==> config.mk <==
export PLATFORM = sky130hd
export DESIGN_NAME = keypad_entry_buffer
export DESIGN_NICKNAME = d
export VERILOG_FILES = /design/src/rtl/keypad_entry_buffer.sv
export SDC_FILE = /design/constraint.sdc
export NUM_CORES = 1
export LEC_CHECK = 0
export ABC_AREA = 1
export CAP_MARGIN = 10
export CORE_ASPECT_RATIO = 1.5
export CORE_UTILIZATION = 50
export DETAILED_ROUTE_END_ITERATION = 8
export GPL_TIMING_DRIVEN = 0
export PLACE_DENSITY = 0.82
export SLEW_MARGIN = 20
export SYNTH_ARGS = -nofsm -noshare
export SYNTH_HDL_FRONTEND = slang
export SYNTH_SLANG_ARGS = --single-unit
==> constraint.sdc <==
create_clock -name clk -period 2.3 [get_ports clk]
set_input_delay 0.345 -clock clk [delete_from_list [all_inputs] [get_ports clk]]
set_output_delay 0.345 -clock clk [all_outputs]
set_load 0.03 [all_outputs]
==> src/rtl/keypad_entry_buffer.sv <==
// keypad_entry_buffer: assembles scanner key presses into a BCD entry buffer
// and hands the committed value downstream over valid/ready.
module keypad_entry_buffer #(
    parameter int         NUM_DIGITS     = 4,
    parameter logic [3:0] CLEAR_KEY      = 4'hA,
    parameter logic [3:0] BACK_KEY       = 4'hB,
    parameter logic [3:0] ENTER_KEY      = 4'hE,
    parameter int         TIMEOUT_CYCLES = 500000000,
    parameter int         TIMER_BITS     = 29,
    localparam int        W              = 4 * NUM_DIGITS,
    localparam int        CW             = $clog2(NUM_DIGITS + 1)
) (
    input  logic          clk,
    input  logic          rst_n,
    input  logic [3:0]    key,
    input  logic          key_detected,
    output logic [W-1:0]  entry_digits,
    output logic [CW-1:0] digit_count,
    output logic [W-1:0]  value_bcd,
    output logic          value_valid,
    input  logic          value_ready,
    output logic          key_rejected,
    output logic          timeout
);
    typedef enum logic [1:0] {EMPTY, ENTRY, PENDING} state_t;

    localparam logic [TIMER_BITS-1:0] TERM = TIMER_BITS'(TIMEOUT_CYCLES - 1);

    state_t                state_q, state_d;
    logic [W-1:0]          buf_q, buf_d;
    logic [CW-1:0]         cnt_q, cnt_d;
    logic [W-1:0]          value_q, value_d;
    logic                  rej_q, rej_d;
    logic                  to_q, to_d;
    logic [TIMER_BITS-1:0] tmr_q, tmr_d;

    always_ff @(posedge clk or negedge rst_n) begin
        if (!rst_n) begin
            state_q <= EMPTY;
            buf_q   <= '0;
            cnt_q   <= '0;
            value_q <= '0;
            rej_q   <= 1'b0;
            to_q    <= 1'b0;
            tmr_q   <= '0;
        end else begin
            state_q <= state_d;
            buf_q   <= buf_d;
            cnt_q   <= cnt_d;
            value_q <= value_d;
            rej_q   <= rej_d;
            to_q    <= to_d;
            tmr_q   <= tmr_d;
        end
    end

    // The idle timer defaults to 0 so any key or state change restarts it.
    always_comb begin
        state_d = state_q;
        buf_d   = buf_q;
        cnt_d   = cnt_q;
        value_d = value_q;
        rej_d   = 1'b0;
        to_d    = 1'b0;
        tmr_d   = '0;
        if (state_q == PENDING) begin
            rej_d = key_detected;
            if (value_ready) state_d = EMPTY;
        end else if (key_detected) begin
            if (key == CLEAR_KEY) begin
                buf_d   = '0;
                cnt_d   = '0;
                state_d = EMPTY;
            end else if (key == BACK_KEY) begin
                if (cnt_q == '0) begin
                    rej_d = 1'b1;
                end else begin
                    buf_d   = buf_q >> 4;
                    cnt_d   = cnt_q - 1'b1;
                    state_d = (cnt_q == CW'(1)) ? EMPTY : ENTRY;
                end
            end else if (key == ENTER_KEY) begin
                if (cnt_q == '0) begin
                    rej_d = 1'b1;
                end else begin
                    value_d = buf_q;
                    buf_d   = '0;
                    cnt_d   = '0;
                    state_d = PENDING;
                end
            end else if (key <= 4'd9) begin
                if (cnt_q == CW'(NUM_DIGITS)) begin
                    rej_d = 1'b1;
                end else begin
                    buf_d   = {buf_q[W-5:0], key};
                    cnt_d   = cnt_q + 1'b1;
                    state_d = ENTRY;
                end
            end else begin
                rej_d = 1'b1;
            end
        end else if (state_q == ENTRY) begin
            if (tmr_q == TERM) begin
                buf_d   = '0;
                cnt_d   = '0;
                state_d = EMPTY;
                to_d    = 1'b1;
            end else begin
                tmr_d = tmr_q + 1'b1;
            end
        end
    end

    assign entry_digits = buf_q;
    assign digit_count  = cnt_q;
    assign value_bcd    = value_q;
    assign value_valid  = (state_q == PENDING);
    assign key_rejected = rej_q;
    assign timeout      = to_q;
endmodule

==> reports/qor.yml <==
vias: 3560
cts_resized: 0
crit_family: "buffers and inverters"
syn_inst: 502
area_growth_pct: 21.9
worst_ep_arrival_time_ps: 1820
fin_crit_ps: 2160
syn_nets: 515
yosys.area.top_type_share_pct: 45.7
postLayoutSetupSlackWorst_ps: 136
cts_tree: "done"
num_antenna_cells: 0
tightest_slew_ps: 502
via_per_inst: 5.35
critPathKind: "flop to output port"
peakVddDrop_v: 0.000605
port_buffers: 45
num_rows: 38
cts_buffer_depth: 2
cts-root-buf: "clkbuf_8"
synthesis.area_mm2: 0.00373
grt_usage_pct: 27.7
rsz0062_at_grt: "no"
core_area_mm2: 0.00723
die-area_mm2: 0.00781
worstSetupStartpointType: "flop"
grt_pass1_vias: 3478
synth_top_area_cell: "dfrtp_1"
skew_ps: 7.84
clock.fmax_mhz: 462
hold_path.class: "input port to asynchronous set/reset pin"
setup_viol_count_final: 0
critPathMaxStageDelay_ps: 740
grt_pass1_wl_um: 16400
final_cell_mix: "141 x nand2_1, 68 x dfrtp_1, 67 x nor2_1"
clk_pin_slew_ps: 80
path_max_fanout: 5
cp_num_buf_inv: 1
post_dp_cell_area_mm2: 0.00433
chipWidth_um: 72.5
die_h_um: 108
required_ps: 1960
synth_area_leaders: "dfrtp_1 46%, nand2_1 14%, nor2_1 6.7%, inv_1 6.0%, nand3_1 4.8%"
num-nets-final: 573
avgSynthCellArea_um2: 7.42
ys_ff_latch: 68
gp_congestion: 0.908
cts_max_level: 3
clk_latency_ps: 360
maxSlewHeadroom_pct: 66.5
wire_per_inst_um: 14.6
final.fill_count: 665
first_pass_iters: 5
cp_slowest_cell: "clkdlybuf4s50_1"
ys_warn_count: 0
endpoint_kind: "output port"
ys_seq_area_share_pct: 45.7
layout_commonest_cell: "nand2_1"
crit_chain: "nor2_1, clkdlybuf4s50_1"
post-route-drc-count: 0
cts_made_buffers: 9
antenna_found_initial: 0
wirelength_um: 9700
status: "complete, no violations"
fin_setup_tns_ps: 0
place_ws_ps: 39.8
min_period_over_period_pct: 94.1
max_cap_violations: 0
initial_core_util_pct: 51.6
ant_nets: 0
powerDensity_mw_per_mm2: 738
drt_iter0_drc: 236
slew_viol_final: 0
grt-ovfl-total: 0
p_leak_nw: 2.04
stdcell_area_mm2: 0.00454
grt_start_max_net_pins: 48
pin_count: 46
clock-sinks: 68
finalHoldViolations: 0
dp_hpwl_um: 7060
synth_cell_types: 32
drive_above_1_share_pct: 8.14
-- synth_stat cells, drive strengths merged --
cell type / count
dfrtp: 68
nor2: 73
ha: 5
nor3b: 6
inv: 63
o21ai: 35
nand3: 38
nand4: 10
nor3: 25
nand3b: 1
clkbuf: 4
a21oi: 7
xor2: 6
a211oi: 1
nand2: 145
a31oi: 2
buf: 8
xnor2: 3
nor4: 2
-- sequential cells by signal, summed over array words and instances, names as in the netlist --
register / count
tmr_q: 29
value_bcd: 16
entry_digits: 16
state_q: 2
key_rejected: 1
timeout: 1
digit_count: 3
-- repair_timing --
item	4_1_cts	5_1_grt
buffers inserted	0	0
hold buffers	1	0
endpoints found under the hold margin	21	0
-- worst paths after layout --
path,start,end,slack [ps],cells past startpoint
min,rst_n,tmr_q[8],430,2
max reg2reg,tmr_q[0],tmr_q[28],280,10
min in group clk,tmr_q[0],tmr_q[0],470,1
max in group asynchronous,rst_n,tmr_q[2],1340,3
max,state_q[0],value_valid,140,2
min reg2reg,tmr_q[0],tmr_q[0],470,1
-- cells by family (layout without fill, tap and decap cells) --
kind of cell	Yosys count	count (layout)	synth area share, %
flip-flops	68	68	45.7
AO/OA/AOI/OAI	45	45	6.38
XOR/XNOR	9	9	2.12
AND/OR/NAND/NOR	300	300	35.8
adder cells (fa/ha/maj)	5	5	1.68
buffers and inverters	75	138	8.33
-- report_power, final --
part / switching [mW] / internal (mW) / leakage [nW] / total (mW)
Clock: 0.528 / 0.515 / 0.104 / 1.04
Sequential: 0.103 / 1.31 / 0.936 / 1.41
Combinational: 0.563 / 0.336 / 1.00 / 0.899
-- layer usage --
| metal | vias up | share of wire [%] | GRT usage (%) |
|---|---|---|---|
| met3 | 33 | 5.4 | 4.21 |
| met5 | - | 0 | 0 |
| li1 | 1711 | - | - |
| met2 | 151 | 52 | 47.3 |
| met1 | 1665 | 39 | 31.9 |
| met4 | 0 | 4.4 | 17.4 |
-- stage by stage --
| stage | cells | hold WS [ps] | total power, mW | utilization, % |
|---|---|---|---|---|
| after detailed placement | 648 | 266 | 2.32 | 59.9 |
| after global routing | 665 | 464 | 3.50 | 62.9 |
| after global placement | 647 | 452 | 2.30 | 59.5 |
| after CTS | 665 | 434 | 3.36 | 62.9 |
| final | 665 | 430 | 3.35 | 62.9 |
| after floorplan | 502 | 49.4 | 1.94 | - |
-- layout make-up --
cell class	instances	area [um2]	area share, %
plain buffers	12	73.8	1.62
multi-input cells	359	1710	37.7
inverters	63	236	5.21
clock buffers	9	124	2.73
clock inverters	7	82.6	1.82
well taps	100	125	2.75
repair buffers	47	485	10.7
flip-flops and latches	68	1700	37.5
Note: power is estimated with default switching activity, not from simulation.
